$ cat config.mk
export PLATFORM = sky130hd
export DESIGN_NAME = fp_regfile_sb
export DESIGN_NICKNAME = d
export VERILOG_FILES = /design/src/rtl/fp_rf_pkg.sv /design/src/rtl/fp_scoreboard.sv /design/src/rtl/fp_regfile_sb.sv
export SDC_FILE = /design/constraint.sdc
export NUM_CORES = 2
export LEC_CHECK = 0
export CORE_ASPECT_RATIO = 0.5
export CORE_MARGIN = 1.5
export CORE_UTILIZATION = 55
export CTS_CLUSTER_SIZE = 25
export DETAILED_ROUTE_END_ITERATION = 8
export MAX_ROUTING_LAYER = met4
export PLACE_DENSITY = 0.83
export SYNTH_ARGS = -nofsm -noshare
export SYNTH_HDL_FRONTEND = slang
export SYNTH_HIERARCHICAL = 1
export SYNTH_SLANG_ARGS = --single-unit
$ cat constraint.sdc
create_clock -name clk -period 67.5 [get_ports clk]
set_clock_uncertainty 0.2 [all_clocks]
set_input_delay 6.75 -clock clk [delete_from_list [all_inputs] [get_ports clk]]
set_output_delay 6.75 -clock clk [all_outputs]
set_load 0.01 [all_outputs]
$ cat src/rtl/fp_rf_pkg.sv
// Shared sizing and types for the FP register file and its scoreboard.
package fp_rf_pkg;

    localparam int FP_XLEN  = 32;
    localparam int FP_NREGS = 32;
    localparam int FP_AW    = 5;

    typedef logic [FP_AW-1:0]   fp_idx_t;
    typedef logic [FP_XLEN-1:0] fp_word_t;

endpackage

$ cat src/rtl/fp_scoreboard.sv
// Pending-write scoreboard: one busy bit per FP register, RAW/WAW hazard
// detection and the issue stall.
// Optional macro FP_RF_BYPASS_EN: a same-cycle writeback releases a waiting
// dependent instruction instead of holding it one more cycle.
module fp_scoreboard
    import fp_rf_pkg::*;
#(
    parameter int NREGS = FP_NREGS,
    parameter int AW    = FP_AW
) (
    input  logic             clk,
    input  logic             rst,
    input  logic             wb_fp_en,
    input  logic [AW-1:0]    wb_rd,
    input  logic             issue_valid,
    input  logic [AW-1:0]    issue_rs1,
    input  logic [AW-1:0]    issue_rs2,
    input  logic [AW-1:0]    issue_rs3,
    input  logic             issue_uses_rs3,
    input  logic             issue_fp_dest,
    input  logic [AW-1:0]    issue_rd,
    output logic             stall,
    output logic [NREGS-1:0] busy_vec
);

    logic [NREGS-1:0] busy_q, busy_d;
    logic clr1, clr2, clr3, clr_dst;
    logic haz1, haz2, haz3, haz_dst;
    logic accept;

    // Writeback-release terms; without bypass a dependent waits one extra cycle
    always_comb begin
        clr1    = 1'b0;
        clr2    = 1'b0;
        clr3    = 1'b0;
        clr_dst = 1'b0;
`ifdef FP_RF_BYPASS_EN
        clr1    = wb_fp_en && (wb_rd == issue_rs1);
        clr2    = wb_fp_en && (wb_rd == issue_rs2);
        clr3    = wb_fp_en && (wb_rd == issue_rs3);
        clr_dst = wb_fp_en && (wb_rd == issue_rd);
`endif
    end

    // Hazard detection and stall; the destination check allows one outstanding write per register
    always_comb begin
        haz1    = busy_q[issue_rs1] && !clr1;
        haz2    = busy_q[issue_rs2] && !clr2;
        haz3    = issue_uses_rs3 && busy_q[issue_rs3] && !clr3;
        haz_dst = issue_fp_dest && busy_q[issue_rd] && !clr_dst;
        stall   = issue_valid && (haz1 || haz2 || haz3 || haz_dst);
        accept  = issue_valid && !stall;
    end

    // Next busy state: clear first so that a same-index set from a new writer wins
    always_comb begin
        busy_d = busy_q;
        if (wb_fp_en)
            busy_d[wb_rd] = 1'b0;
        if (accept && issue_fp_dest)
            busy_d[issue_rd] = 1'b1;
    end

    // Busy register
    always_ff @(posedge clk or posedge rst) begin
        if (rst)
            busy_q <= '0;
        else
            busy_q <= busy_d;
    end

    assign busy_vec = busy_q;

endmodule

$ cat src/rtl/fp_regfile_sb.sv
// FP register file with three combinational read ports and a pending-write
// scoreboard that stalls issue on RAW/WAW hazards.
// Optional macro FP_RF_BYPASS_EN: write-through forwarding of the writeback
// data onto matching read ports, plus same-cycle hazard release.
module fp_regfile_sb
    import fp_rf_pkg::*;
#(
    parameter int XLEN  = FP_XLEN,
    parameter int NREGS = FP_NREGS,
    parameter int AW    = FP_AW
) (
    input  logic             clk,
    input  logic             rst,
    input  logic             wb_fp_en,
    input  logic [AW-1:0]    wb_rd,
    input  logic [XLEN-1:0]  fp_wdata,
    input  logic             issue_valid,
    input  logic [AW-1:0]    issue_rs1,
    input  logic [AW-1:0]    issue_rs2,
    input  logic [AW-1:0]    issue_rs3,
    input  logic             issue_uses_rs3,
    input  logic             issue_fp_dest,
    input  logic [AW-1:0]    issue_rd,
    output logic [XLEN-1:0]  rdata1,
    output logic [XLEN-1:0]  rdata2,
    output logic [XLEN-1:0]  rdata3,
    output logic             stall,
    output logic [NREGS-1:0] busy_vec
);

    if (AW != $clog2(NREGS)) begin : g_bad_aw
        $error("AW must equal clog2(NREGS)");
    end

    logic [XLEN-1:0] regs_q [NREGS];

    // Register array; f0 is an ordinary register
    always_ff @(posedge clk or posedge rst) begin
        if (rst) begin
            for (int i = 0; i < NREGS; i++)
                regs_q[i] <= '0;
        end else if (wb_fp_en) begin
            regs_q[wb_rd] <= fp_wdata;
        end
    end

    // Read ports, with write-through forwarding when bypass is built in
    always_comb begin
        rdata1 = regs_q[issue_rs1];
        rdata2 = regs_q[issue_rs2];
        rdata3 = regs_q[issue_rs3];
`ifdef FP_RF_BYPASS_EN
        if (wb_fp_en && (wb_rd == issue_rs1)) rdata1 = fp_wdata;
        if (wb_fp_en && (wb_rd == issue_rs2)) rdata2 = fp_wdata;
        if (wb_fp_en && (wb_rd == issue_rs3)) rdata3 = fp_wdata;
`endif
    end

    fp_scoreboard #(
        .NREGS (NREGS),
        .AW    (AW)
    ) u_scoreboard (
        .clk            (clk),
        .rst            (rst),
        .wb_fp_en       (wb_fp_en),
        .wb_rd          (wb_rd),
        .issue_valid    (issue_valid),
        .issue_rs1      (issue_rs1),
        .issue_rs2      (issue_rs2),
        .issue_rs3      (issue_rs3),
        .issue_uses_rs3 (issue_uses_rs3),
        .issue_fp_dest  (issue_fp_dest),
        .issue_rd       (issue_rd),
        .stall          (stall),
        .busy_vec       (busy_vec)
    );

endmodule

==> results.toml <==
[timing]
final_max_slew_viol_count = 0
finalSetupTns_ns = 0
rsz0062_at_grt = "false"
finalSetupViolations = 0
hold_ws_ns = 0.3424
post-route-period-util_pct = 29.25
worstMarginPinSlew_ns = 1.251
fin_ws_ns = 47.76
finalHoldViolations = 0
maxSlewHeadroom_pct = 16.57
max_freq_mhz = 50.65
fin_crit_ns = 19.74

[clocking]
cts_buffer_depth = 3
cts_root_buf = "clkbuf_16"
clock_latency_ns = 0.73
clk_pin_slew_ns = 0.06
cts_made_buffers = 102
cts.sinks = 1056
holdBufCountCts = 0
postCtsSetupBuffers = 0
cts_tree = "yes"
ctsResizeCount = 0
htreeDepth = 3

[logic_synthesis]
synthFlopType = "dfrtp_1"
synthDistinctLibCells = 48
synth_top_area_share_pct = 39.05
syn_area_um2 = 67670
synth_nets = 6097
ys.warnings.count = 6
synthArstFlopShare_pct = 100.0
syn_inst = 6034
synth_top_area_cell = "dfrtp_1"
ys_ff_latch = 1056
seq_area_frac_synth_pct = 39.05
synth_area_leaders = "dfrtp_1 (39%), mux2i_1 (23%), mux2_2 (16%), a22oi_1 (3.3%), a22o_1 (2.5%)"
synth_edf_count = 0
postSynthAreaPerCell_um2 = 11.22

[final_layout]
nets = 5891
final_util_pct = 60.14
drive_above_1_share_pct = 22.39
area_delta_synth_final_pct = 7.776
fin_area_um2 = 72940
fill_cells = 9158
instances_no_fill = 7536

[worst_setup_path]
critPathLaunchType = "input port"
worstPathRequired_ns = 60.55
crit_fanout = 85
endpoint_kind = "output port"
worstPathArrival_ns = 12.79
worstRegToRegCells = 6
crit_type = "in -> out"

[worst_hold_path]
hold_class = "reg -> reg"
whs_path_depth = 1

[floorplanning]
die_x_um = 499.1
core_um2 = 121300
die_h_um = 251.0
die_area_um2 = 125300
pin_count = 192
start_util_pct = 55.80
num_rows = 90

[power]
pwr-share-clk_pct = 30.8
p_sw_share_pct = 32.53
p_comb_share_pct = 24.7
fin_total_pwr_mw = 2.003
power_density_nw_per_um2 = 27.46
power_frac_seq_pct = 44.5
intPower_mw = 1.351
switchingPower_uw = 651.5
vdd_drop_max_mv = 0.02167
leakagePower_nw = 33.97

[grt]
antenna_found_initial = 6
grt_max_degree = 196
overflow = 0
grt_pass1_vias = 55877
grt_pass1_wl_um = 346500
grt_usage_pct = 37.25

[detailed_routing]
avgRoutedWirePerCell_um = 31.07
route.detailed.drc = 0
via_count = 55667
dr.first_iter.drc_count = 8479
firstDrtPassIters = 8
vias_per_cell = 7.387
ant_nets = 0
routed_wl_um = 234100

[flow_run]
maxCapViolations = 0

[place]
placed_cell_area_um2 = 69390
preCtsSetupSlack_ns = 48.03
detailedPlacementHpwl_um = 123400
port_buffers = 191
placed_cells = 7334
gp_congestion = 0.9719

[run_status]
outcome = "finished, final reports clean"
-- placed cells by master, fill, tap and decap left out, types with 6 or more instances in the layout --
cell             synthesis  layout
diode_2                  0      13
nand2b_4                 0       6
nand2_4                  0       6
a22oi_1                294     294
clkdlybuf4s50_1          0     188
nand2_1                318     299
a21oi_1                289     289
clkbuf_16                0     104
o41ai_1                 32      32
buf_4                   91      86
mux4_2                   7       7
bufinv_16                0      12
a31oi_1                 97      97
nor2b_1                 14       8
nor2_1                  12       9
buf_12                   0       6
nor3_1                  97      97
mux2_2                 989     989
clkbuf_8                 0      17
o21ai_0                 34      34
nand3b_1                12      12
clkbuf_1               249      23
a22o_1                 192     192
nor2b_4                  0       6
nand3_1                304     304
mux2_1                  37      37
clkinv_2                 0      25
nor2_4                  16      19
dfrtp_1               1056    1056
nand2_2                  0      13
mux2i_1               1575    1575
-- Yosys cell counts (all sizes together), types with 2 or more instances --
master	instances
dfrtp	1056
buf	344
o41ai	32
nor2b	14
a22o	192
a21oi	289
a22oi	294
inv	5
clkbuf	249
nand3b	12
nor3b	4
mux4	12
nor2	28
a31oi	97
nand4b	4
and2	4
nor4	2
nand3	304
or3	3
mux2	1026
a2111oi	2
nand2b	8
or3b	5
mux2i	1575
nand2	318
or2	4
o22ai	5
nor3	97
o21ai	34
nand4	5
-- kinds of logic (layout without fill, tap and decap cells) --
logic type / count (synthesis) / after routing / synth area share (%)
other cells: 0 / 13 / 0
flops: 1056 / 1056 / 39.05
simple gates: 814 / 814 / 5.774
mux: 2613 / 2613 / 40.80
compound gates: 953 / 953 / 9.622
buf+inv: 598 / 477 / 4.761
-- path summary, 6_finish.rpt --
check	start	to	slack [ns]
min in group asynchronous	rst	regs_q[887]$_DFFE_PP0P_	6.48
max reg2reg	u_scoreboard/busy_vec[1]$_DFF_PP0_	u_scoreboard/busy_vec[9]$_DFF_PP0_	64.46
max	issue_rs3[1]	rdata3[7]	47.76
max in group asynchronous	rst	regs_q[581]$_DFFE_PP0P_	57.13
min reg2reg	regs_q[338]$_DFFE_PP0P_	regs_q[338]$_DFFE_PP0P_	0.34
min	regs_q[338]$_DFFE_PP0P_	regs_q[338]$_DFFE_PP0P_	0.34
-- power by group through the flow --
stage	Clock, mW	Sequential, mW	Combinational (mW)
2_1_floorplan	0	0.857	0.361
3_3_place_gp	0	0.874	0.457
3_5_place_dp	0	0.891	0.479
4_1_cts	0.617	0.882	0.484
5_1_grt	0.643	0.904	0.524
6_report	0.617	0.891	0.495
-- per-layer routing --
layer	part of all wire [%]	global-route usage (%)	up-vias	wire, µm
met4	6.1	20.32	0	14360
met2	41	51.44	4665	96590
li1	-	-	22253	-
met1	38	47.82	27567	89020
met3	15	12.63	1182	34140
met5	0	-	-	0
-- area by class of cell --
| cell class | count | area [µm²] | share of cell area [%] |
|---|---|---|---|
| antenna | 13 | 32.53 | 0.04460 |
| clock buffer | 144 | 2923 | 4.007 |
| clock inverter | 45 | 591.8 | 0.8114 |
| inverter | 5 | 26.28 | 0.03602 |
| multi-input combinational | 4380 | 38230 | 52.42 |
| sequential | 1056 | 26430 | 36.23 |
| tap | 1610 | 2014 | 2.762 |
| timing repair buffer | 283 | 2693 | 3.692 |
-- registers in the layout (all words and copies together) (netlist names) --
signal and cells:
regs_q 1024, u_scoreboard/busy_vec 32
-- worst max-delay path, stage by stage --
cell and delay [ns]:
buf_8 0.56, buf_4 0.94, buf_4 1.02, buf_4 0.98, buf_4 0.73, mux2i_1 0.17, a22o_1 0.26, nor3_1 0.23
a31oi_1 0.10, nand3_1 0.10, clkdlybuf4s50_1 0.63
Power figures use the tool's default switching activity.
